`src/rtl/nsc8_ctrl_pkg.sv`:
```
// Shared definitions for the NSC8 control sequencer: opcodes, FSM states, decode classes, strobes.
// SEQ_SINGLE_STEP_EN adds the PAUSE state used for single-stepping.
package nsc8_ctrl_pkg;

  localparam int unsigned OPCODE_W = 4;

  localparam logic [OPCODE_W-1:0] OP_NOP  = 4'h0;
  localparam logic [OPCODE_W-1:0] OP_LDA  = 4'h1;
  localparam logic [OPCODE_W-1:0] OP_LDB  = 4'h2;
  localparam logic [OPCODE_W-1:0] OP_LDIB = 4'h3;
  localparam logic [OPCODE_W-1:0] OP_ADD  = 4'h4;
  localparam logic [OPCODE_W-1:0] OP_SUB  = 4'h5;
  localparam logic [OPCODE_W-1:0] OP_STA  = 4'h6;
  localparam logic [OPCODE_W-1:0] OP_JMP  = 4'h7;
  localparam logic [OPCODE_W-1:0] OP_JZ   = 4'h8;
  localparam logic [OPCODE_W-1:0] OP_OUT  = 4'h9;
  localparam logic [OPCODE_W-1:0] OP_HLT  = 4'hF;

  typedef enum logic [2:0] {
    ST_IDLE,
    ST_FETCH0,
    ST_FETCH1,
    ST_DECODE,
    ST_EXEC0,
    ST_EXEC1,
    ST_HALT
`ifdef SEQ_SINGLE_STEP_EN
    , ST_PAUSE
`endif
  } state_e;

  // One-hot instruction class; opcodes 0xA-0xE leave every bit clear.
  typedef struct packed {
    logic nop;
    logic lda;
    logic ldb;
    logic ldib;
    logic add;
    logic sub;
    logic sta;
    logic jmp;
    logic jz;
    logic out;
    logic hlt;
  } instr_class_t;

  typedef struct packed {
    logic pc_out;
    logic pc_inc;
    logic load_pc;
    logic load_mar;
    logic ram_out;
    logic ram_write;
    logic load_ir;
    logic ir_out;
    logic load_a;
    logic a_out;
    logic load_b;
    logic load_immediate_b;
    logic alu_out;
    logic alu_sub;
    logic load_flags;
    logic load_out;
  } strobe_t;

endpackage

```
`src/rtl/control_sequencer_if.sv`:
```
// Sequencer <-> datapath control bundle: status inputs and one-bit control strobes.
// SEQ_SINGLE_STEP_EN adds the step request.
interface control_sequencer_if #(
  parameter int unsigned N = 8
);

  logic         run;
`ifdef SEQ_SINGLE_STEP_EN
  logic         step;
`endif
  logic [N-1:0] instr;
  logic         zero_flag;

  logic pc_out;
  logic pc_inc;
  logic load_pc;
  logic load_mar;
  logic ram_out;
  logic ram_write;
  logic load_ir;
  logic ir_out;
  logic load_a;
  logic a_out;
  logic load_b;
  logic load_immediate_b;
  logic alu_out;
  logic alu_sub;
  logic load_flags;
  logic load_out;
  logic halted;

  modport master (
    input  run,
`ifdef SEQ_SINGLE_STEP_EN
    input  step,
`endif
    input  instr, zero_flag,
    output pc_out, pc_inc, load_pc, load_mar, ram_out, ram_write, load_ir, ir_out,
           load_a, a_out, load_b, load_immediate_b, alu_out, alu_sub, load_flags,
           load_out, halted
  );

  modport slave (
    output run,
`ifdef SEQ_SINGLE_STEP_EN
    output step,
`endif
    output instr, zero_flag,
    input  pc_out, pc_inc, load_pc, load_mar, ram_out, ram_write, load_ir, ir_out,
           load_a, a_out, load_b, load_immediate_b, alu_out, alu_sub, load_flags,
           load_out, halted
  );

endinterface

```
`src/rtl/control_sequencer_opcode_decoder.sv`:
```
// Maps an opcode to its one-hot instruction class.
module opcode_decoder
  import nsc8_ctrl_pkg::*;
#(
  parameter int unsigned W = OPCODE_W
) (
  input  logic [W-1:0] opcode,
  output instr_class_t iclass_c
);

  always_comb begin
    iclass_c = '0;
    case (opcode)
      W'(OP_NOP):  iclass_c.nop  = 1'b1;
      W'(OP_LDA):  iclass_c.lda  = 1'b1;
      W'(OP_LDB):  iclass_c.ldb  = 1'b1;
      W'(OP_LDIB): iclass_c.ldib = 1'b1;
      W'(OP_ADD):  iclass_c.add  = 1'b1;
      W'(OP_SUB):  iclass_c.sub  = 1'b1;
      W'(OP_STA):  iclass_c.sta  = 1'b1;
      W'(OP_JMP):  iclass_c.jmp  = 1'b1;
      W'(OP_JZ):   iclass_c.jz   = 1'b1;
      W'(OP_OUT):  iclass_c.out  = 1'b1;
      W'(OP_HLT):  iclass_c.hlt  = 1'b1;
      default:     iclass_c      = '0;
    endcase
  end

endmodule

```
`src/rtl/control_sequencer.sv`:
```
// Moore control sequencer for the NSC8 CPU: fetch/decode/execute FSM driving datapath strobes.
// Optional SEQ_SINGLE_STEP_EN parks in PAUSE after each instruction until step is seen.
module control_sequencer
  import nsc8_ctrl_pkg::*;
#(
  parameter int unsigned N = 8
) (
  input  logic                 clk,
  input  logic                 reset,
  control_sequencer_if.master  bus
);

  localparam int unsigned OPC_W = N / 2;

`ifdef SEQ_SINGLE_STEP_EN
  localparam state_e ST_RESUME = ST_PAUSE;
`else
  localparam state_e ST_RESUME = ST_FETCH0;
`endif

  state_e       state_q;
  state_e       state_d;
  instr_class_t ic;
  strobe_t      sb;
  logic         unused_operand;

  // Operand bits are consumed by the datapath, never by the sequencer.
  assign unused_operand = ^bus.instr[OPC_W-1:0];

  opcode_decoder #(.W(OPC_W)) u_dec (
    .opcode   (bus.instr[N-1:OPC_W]),
    .iclass_c (ic)
  );

  always_ff @(posedge clk) begin
    if (reset) state_q <= ST_IDLE;
    else       state_q <= state_d;
  end

  always_comb begin
    state_d = state_q;
    sb      = '0;
    case (state_q)
      ST_IDLE: begin
        if (bus.run) state_d = ST_FETCH0;
      end
      ST_FETCH0: begin
        sb.pc_out   = 1'b1;
        sb.load_mar = 1'b1;
        state_d     = ST_FETCH1;
      end
      ST_FETCH1: begin
        sb.ram_out = 1'b1;
        sb.load_ir = 1'b1;
        sb.pc_inc  = 1'b1;
        state_d    = ST_DECODE;
      end
      ST_DECODE: begin
        if (ic.nop)      state_d = ST_RESUME;
        else if (ic.hlt) state_d = ST_HALT;
        else             state_d = ST_EXEC0;
      end
      ST_EXEC0: begin
        // Undefined opcodes fall through with no strobes.
        state_d = ST_RESUME;
        if (ic.lda || ic.ldb || ic.sta) begin
          sb.ir_out   = 1'b1;
          sb.load_mar = 1'b1;
          state_d     = ST_EXEC1;
        end
        if (ic.ldib) begin
          sb.ir_out           = 1'b1;
          sb.load_immediate_b = 1'b1;
        end
        if (ic.add || ic.sub) begin
          sb.alu_out    = 1'b1;
          sb.load_a     = 1'b1;
          sb.load_flags = 1'b1;
          sb.alu_sub    = ic.sub;
        end
        if (ic.jmp) begin
          sb.ir_out  = 1'b1;
          sb.load_pc = 1'b1;
        end
        if (ic.jz) begin
          sb.ir_out  = 1'b1;
          sb.load_pc = bus.zero_flag;
        end
        if (ic.out) begin
          sb.a_out    = 1'b1;
          sb.load_out = 1'b1;
        end
      end
      ST_EXEC1: begin
        state_d = ST_RESUME;
        if (ic.lda) begin
          sb.ram_out = 1'b1;
          sb.load_a  = 1'b1;
        end
        if (ic.ldb) begin
          sb.ram_out = 1'b1;
          sb.load_b  = 1'b1;
        end
        if (ic.sta) begin
          sb.a_out     = 1'b1;
          sb.ram_write = 1'b1;
        end
      end
      ST_HALT: begin
        state_d = ST_HALT;
      end
`ifdef SEQ_SINGLE_STEP_EN
      ST_PAUSE: begin
        if (bus.step) state_d = ST_FETCH0;
      end
`endif
      default: state_d = ST_IDLE;
    endcase
  end

  assign bus.pc_out           = sb.pc_out;
  assign bus.pc_inc           = sb.pc_inc;
  assign bus.load_pc          = sb.load_pc;
  assign bus.load_mar         = sb.load_mar;
  assign bus.ram_out          = sb.ram_out;
  assign bus.ram_write        = sb.ram_write;
  assign bus.load_ir          = sb.load_ir;
  assign bus.ir_out           = sb.ir_out;
  assign bus.load_a           = sb.load_a;
  assign bus.a_out            = sb.a_out;
  assign bus.load_b           = sb.load_b;
  assign bus.load_immediate_b = sb.load_immediate_b;
  assign bus.alu_out          = sb.alu_out;
  assign bus.alu_sub          = sb.alu_sub;
  assign bus.load_flags       = sb.load_flags;
  assign bus.load_out         = sb.load_out;
  assign bus.halted           = (state_q == ST_HALT);

endmodule

```
`src/flat_wrapper.sv`:
```
// flat-port wrapper written by rule: the top's interface ports become plain ports
module control_sequencer_flat import nsc8_ctrl_pkg::*;
#(
  parameter int unsigned N = 8
)
  (clk, reset, bus_run, bus_instr, bus_zero_flag, bus_pc_out, bus_pc_inc, bus_load_pc, bus_load_mar, bus_ram_out, bus_ram_write, bus_load_ir, bus_ir_out, bus_load_a, bus_a_out, bus_load_b, bus_load_immediate_b, bus_alu_out, bus_alu_sub, bus_load_flags, bus_load_out, bus_halted);
  control_sequencer_if #(.N(N)) bus_i ();
  input  logic clk;
  input  logic reset;
  input wire logic [$bits(bus_i.run)-1:0] bus_run;
  input wire logic [$bits(bus_i.instr)-1:0] bus_instr;
  input wire logic [$bits(bus_i.zero_flag)-1:0] bus_zero_flag;
  output wire logic [$bits(bus_i.pc_out)-1:0] bus_pc_out;
  output wire logic [$bits(bus_i.pc_inc)-1:0] bus_pc_inc;
  output wire logic [$bits(bus_i.load_pc)-1:0] bus_load_pc;
  output wire logic [$bits(bus_i.load_mar)-1:0] bus_load_mar;
  output wire logic [$bits(bus_i.ram_out)-1:0] bus_ram_out;
  output wire logic [$bits(bus_i.ram_write)-1:0] bus_ram_write;
  output wire logic [$bits(bus_i.load_ir)-1:0] bus_load_ir;
  output wire logic [$bits(bus_i.ir_out)-1:0] bus_ir_out;
  output wire logic [$bits(bus_i.load_a)-1:0] bus_load_a;
  output wire logic [$bits(bus_i.a_out)-1:0] bus_a_out;
  output wire logic [$bits(bus_i.load_b)-1:0] bus_load_b;
  output wire logic [$bits(bus_i.load_immediate_b)-1:0] bus_load_immediate_b;
  output wire logic [$bits(bus_i.alu_out)-1:0] bus_alu_out;
  output wire logic [$bits(bus_i.alu_sub)-1:0] bus_alu_sub;
  output wire logic [$bits(bus_i.load_flags)-1:0] bus_load_flags;
  output wire logic [$bits(bus_i.load_out)-1:0] bus_load_out;
  output wire logic [$bits(bus_i.halted)-1:0] bus_halted;
  assign bus_i.run = bus_run;
  assign bus_i.instr = bus_instr;
  assign bus_i.zero_flag = bus_zero_flag;
  assign bus_pc_out = bus_i.pc_out;
  assign bus_pc_inc = bus_i.pc_inc;
  assign bus_load_pc = bus_i.load_pc;
  assign bus_load_mar = bus_i.load_mar;
  assign bus_ram_out = bus_i.ram_out;
  assign bus_ram_write = bus_i.ram_write;
  assign bus_load_ir = bus_i.load_ir;
  assign bus_ir_out = bus_i.ir_out;
  assign bus_load_a = bus_i.load_a;
  assign bus_a_out = bus_i.a_out;
  assign bus_load_b = bus_i.load_b;
  assign bus_load_immediate_b = bus_i.load_immediate_b;
  assign bus_alu_out = bus_i.alu_out;
  assign bus_alu_sub = bus_i.alu_sub;
  assign bus_load_flags = bus_i.load_flags;
  assign bus_load_out = bus_i.load_out;
  assign bus_halted = bus_i.halted;
  control_sequencer #(.N(N)) u_core (.clk(clk), .reset(reset), .bus(bus_i));
endmodule
```
`config.mk`:
```
export PLATFORM = sky130hd
export DESIGN_NAME = control_sequencer_flat
export DESIGN_NICKNAME = d
export VERILOG_FILES = /design/src/rtl/nsc8_ctrl_pkg.sv /design/src/rtl/control_sequencer_if.sv /design/src/rtl/control_sequencer_opcode_decoder.sv /design/src/rtl/control_sequencer.sv /design/src/flat_wrapper.sv
export SDC_FILE = /design/constraint.sdc
export NUM_CORES = 1
export LEC_CHECK = 0
export ABC_AREA = 1
export CORE_AREA = 2 2 39 41
export DETAILED_ROUTE_END_ITERATION = 12
export DIE_AREA = 0 0 41 43
export PLACE_DENSITY_LB_ADDON = 0.12
export SYNTH_ARGS = -nofsm -noshare
export SYNTH_HDL_FRONTEND = slang
export SYNTH_SLANG_ARGS = --single-unit
```
`constraint.sdc`:
```
create_clock -name clk -period 1.2 [get_ports clk]
set_input_delay 0.12 -clock clk [delete_from_list [all_inputs] [get_ports clk]]
set_output_delay 0.12 -clock clk [all_outputs]
set_load 0.02 [all_outputs]
```
# ---- Word-level counts from Yosys, hierarchy flattened
# Index checks and enable logic that the tools add are counted.
dict set report totals {
  reg_bits 3
  wordCells 63
}
dict set report classes {
  eq_ne 17
  mux 40
  reduce_logical 5
}
# op n
set op_table {}
lappend op_table {{2-to-1 mux 1 bit} 30}
lappend op_table {{case mux 3 bit (7 select lines)} 1}
lappend op_table {{equality test 4 x 3 -> 1 bit, second input constant} 4}
lappend op_table {{equality test 4 bit, second input constant} 3}
lappend op_table {{2-to-1 mux 3 bit} 4}
lappend op_table {{equality test 3 bit, second input constant} 3}
lappend op_table {{equality test 4 x 2 -> 1 bit, second input constant} 2}
lappend op_table {{equality test 3 x 2 -> 1 bit, second input constant} 2}
lappend op_table {{2-to-1 mux 5 bit} 1}
lappend op_table {{equality test 4 x 1 -> 1 bit, second input constant} 1}
lappend op_table {{logical NOT 4 bit} 1}
lappend op_table {{case mux 1 bit (2 select lines)} 2}
lappend op_table {{case mux 2 bit (2 select lines)} 1}
lappend op_table {{equality test 3 x 1 -> 1 bit, second input constant} 1}
lappend op_table {{logical NOT 3 bit} 1}
lappend op_table {{logical OR 1 bit} 3}
lappend op_table {{2-to-1 mux 2 bit} 1}
lappend op_table {{inequality test 2 bit, second input constant} 1}

# ---- Longest topological paths before layout
dict set report logic_depth {
  ltp_word 9
  depth_mapped 6
  depth_no_buf 6
}

# ---- By module
# From an unflattened synthesis, not the netlist that was laid out.
dict set report unflattened {
  cells_unflattened 84
  area_unflattened_um2 432.9
}
# module instances cells_each area_each_um2 seq_area_each_um2
set modules_own_cells {}
lappend modules_own_cells {control_sequencer 1 61 341.6 60.1}
lappend modules_own_cells {opcode_decoder 1 23 91.3 0.0}

# ---- Worst setup path before layout
# OpenSTA, ideal clock, no wires.
dict set report synth_path {
  path_kind {register to output}
  from {register u_core.state_q[2]}
  to {output port bus_load_b}
  t_arrival_ns 1.243
  slack_ns -0.163
  stages_incl_launch_ff 3
  path_cell_list {dfxtp_1 -> nand3_1 -> nor4_1}
}
dict set report synth_between {
  elab_chain_cells 2
}
# item line_no
set synth_rtl {}
lappend synth_rtl {{start, declared} control_sequencer.sv:21} ;# state_e state_q;
lappend synth_rtl {{start signal, assigned} control_sequencer.sv:37} ;# else state_q <= state_d;
lappend synth_rtl {{equality test 3 bit} control_sequencer.sv:43} ;# case (state_q)
lappend synth_rtl {{2-to-1 mux 1 bit} control_sequencer.sv:43}
lappend synth_rtl {{end, declared} flat_wrapper.sv:23} ;# output wire logic [$bits(bus_i.load_b)-1:0] bus_load_b;
# No other way between the ends.

# ---- Worst setup path after layout
dict set report layout_path {
  from {register u_core.state_q[2]}
  to {output port bus_a_out}
}
dict set report layout_between {
  elab_chain_cells 2
}
# item line_no
set layout_rtl {}
lappend layout_rtl {{equality test 3 bit} control_sequencer.sv:43}
lappend layout_rtl {{case mux 2 bit (2 select lines) *} control_sequencer.sv:43}
lappend layout_rtl {{end, declared} flat_wrapper.sv:22} ;# output wire logic [$bits(bus_i.a_out)-1:0] bus_a_out;
# Every way passes the cells marked *; elsewhere a longest branch is shown, timed or not.

==> results.cfg <==
[sta]
worst_slack_ps = -235.2
clock_skew_ps = 4.596
slew_viol_final = 0
rsz0062_at_grt = true
setup_violations = 14
hold_viol_final = 0
tightest_slew_ps = 238.8
max_freq_mhz = 696.8
period_needed_ps = 1435
relSlewSlack = 0.8403
post-route-period-util = 1.196

[drt]
viasPerCell = 4.529
wire_per_inst_um = 9.434
routed_wl_um = 1283
initialDrtViolationCount = 15
drt_pre_antenna_iters = 4
vias = 616
drc_errors = 0
antenna_left = 0

[setup_path]
crit_required_ps = 1080
crit_fanout = 4
crit_type = flop to output pin
critPathCaptureType = output pin
worstSetupStartpointType = flop
cp.arrival_ps = 1320

[placement]
place_area_um2 = 787.0
io_buffers = 24
hpwl_um = 996.7
place.gp.congestion = 0.7520

[global_routing]
grt_max_degree = 7
busiest_layer = met2
grt_pass1_vias = 558
grt_pass1_wl_um = 2180
grtUsageMet1 = 0.2332
antenna_found_initial = 0
overflow = 0
use_met3 = 0.06806
grt_use_total = 0.1764
grt.met2_usage = 0.2625

[finish]
nets = 133
largest_reg_flops = 3
area_growth_pct = 140.9
regMostFlops = u_core.state_q
design_area_um2 = 907.1
top_regs = u_core.state_q (3)
fin_util = 0.6555
drive_above_1_share = 0.6167
n_antenna_cell = 0

[clock_network]
cts-root-buf = clkbuf_4
cts.sinks = 3
clock_latency_ps = 230
postCtsHoldBufs = 0
htree_levels = 1
numCtsBuffers = 3
ctsLongestPathBuffers = 2
cts_tree = yes
clk_pin_slew_worst_paths_ps = 40

[hold_path]
hold_class = primary input to flop

[logic_synthesis]
syn-num-nets = 82
synth_seq_cells = 3
avgSynthCellArea_um2 = 5.380
ys_types = 19
ys_seq_area_frac = 0.1595
synth_edf_count = 0
synth_area_leaders = nand2_1 17%, dfxtp_1 16%, nor2_1 15%, nand3_1 9.3%, inv_1 9.0%
async_reset_ff_frac = 0
yosysMostFrequentCell = nand2_1
syn_area_um2 = 376.6
synth_area_leader_cell = nand2_1
synthCells = 70
synthTopCellsByCount = 17 x nand2_1, 15 x nor2_1, 9 x inv_1, 7 x nand3_1, 3 x dfxtp_1
yosys_warnings = 0
synth_flop_cell = dfxtp_1
synth.top_cell.area_share = 0.1694

[power]
ir_worst_vdd_v = 0.0006381
p_per_area_nw_per_um2 = 785.2
leakage_uw = 0.0004808

[floorplan]
core-area_um2 = 1384
num_rows = 14
start_util = 0.2722
dieArea_um2 = 1763
die_h_um = 43
io_pins = 29
dieWidth_um = 41

[outcome]
status = complete, but fails checks
violations = negative setup slack

[job]
maxCapViolCount = 0
per-layer routing:
layer / vias to the layer above / share of wire
li1: 321 / -
met1: 273 / 0.45
met2: 22 / 0.50
met3: 0 / 0.055
met4: 0 / 0
met5: - / 0
power breakdown:
part | switching, µW | internal (µW) | leakage (µW)
logic | 194 | 202 | 0.000439
clock network | 49.5 | 124 | 0.0000150
registers | 23.7 | 118 | 0.0000264
total | 268 | 445 | 0.000481
cell type report:
| class | count | area [µm²] |
|---|---|---|
| clock buffer | 4 | 26.28 |
| tap | 16 | 20.02 |
| fill | 139 | 476.7 |
| inverter | 11 | 43.79 |
| timing repair buffer | 48 | 422.9 |
| sequential | 3 | 68.82 |
| multi-input combinational | 54 | 325.3 |
path summary, 6_finish.rpt:
check,startpoint,to,slack (ps),cells past startpoint
hold reg to reg,u_core.state_q[0],u_core.state_q[0],710,4
setup reg to reg,u_core.state_q[2],u_core.state_q[2],50,6
hold / removal,reset,u_core.state_q[2],480,2
setup / recovery,u_core.state_q[2],bus_a_out,-240,6
cell families (layout without fill, tap and decap cells):
logic type | count (synthesis) | after routing | share of synthesized area
compound gates | 8 | 8 | 0.1296
buf+inv | 13 | 63 | 0.1495
flops | 3 | 3 | 0.1595
simple gates | 46 | 46 | 0.5615
stage by stage:
step / total power, µW / setup slack (ps) / std cells / setup TNS (ps) / hold slack (ps)
2_1_floorplan: 295.7 / -5.332 / 70 / -6.741 / 182.4
3_5_place_dp: 489.2 / -751.7 / 128 / -10400 / 693.3
4_1_cts: 676.7 / -262.8 / 135 / -2606 / 476.6
3_3_place_gp: 486.9 / -761.6 / 128 / -10280 / 697.0
5_1_grt: 771.8 / -320.5 / 136 / -3625 / 497.4
6_report: 712.3 / -235.2 / 136 / -2322 / 482.6
what timing repair did:
action                     in CTS  in global routing
setup buffers                   3                  1
setup endpoints to repair      19                 18
resized for setup             101                 24
pin swaps                       4                  9
cell usage in the layout, fill, tap and decap left out, types with 2 or more instances in the layout:
cell type        netlist  final
a21oi_1                2      2
buf_4                  2     26
buf_6                  0     13
clkbuf_4               0      3
clkdlybuf4s50_1        0      3
dfxtp_4                0      2
dlygate4sd2_1          0      4
inv_1                  9      5
inv_2                  2      5
nand2_1               17     11
nand2_2                1      5
nand2_4                0      2
nand3_1                7      7
nor2_1                15      8
nor2_2                 2      7
nor2_4                 0      2
worst max-delay path: stages (launching register included):
cell     delay [ps]
dfxtp_4         360
inv_4            40
nor3_4          240
buf_6           140
nand2_2          50
o22ai_2         100
buf_6           140
No activity file was read; power rests on OpenSTA's default activity.
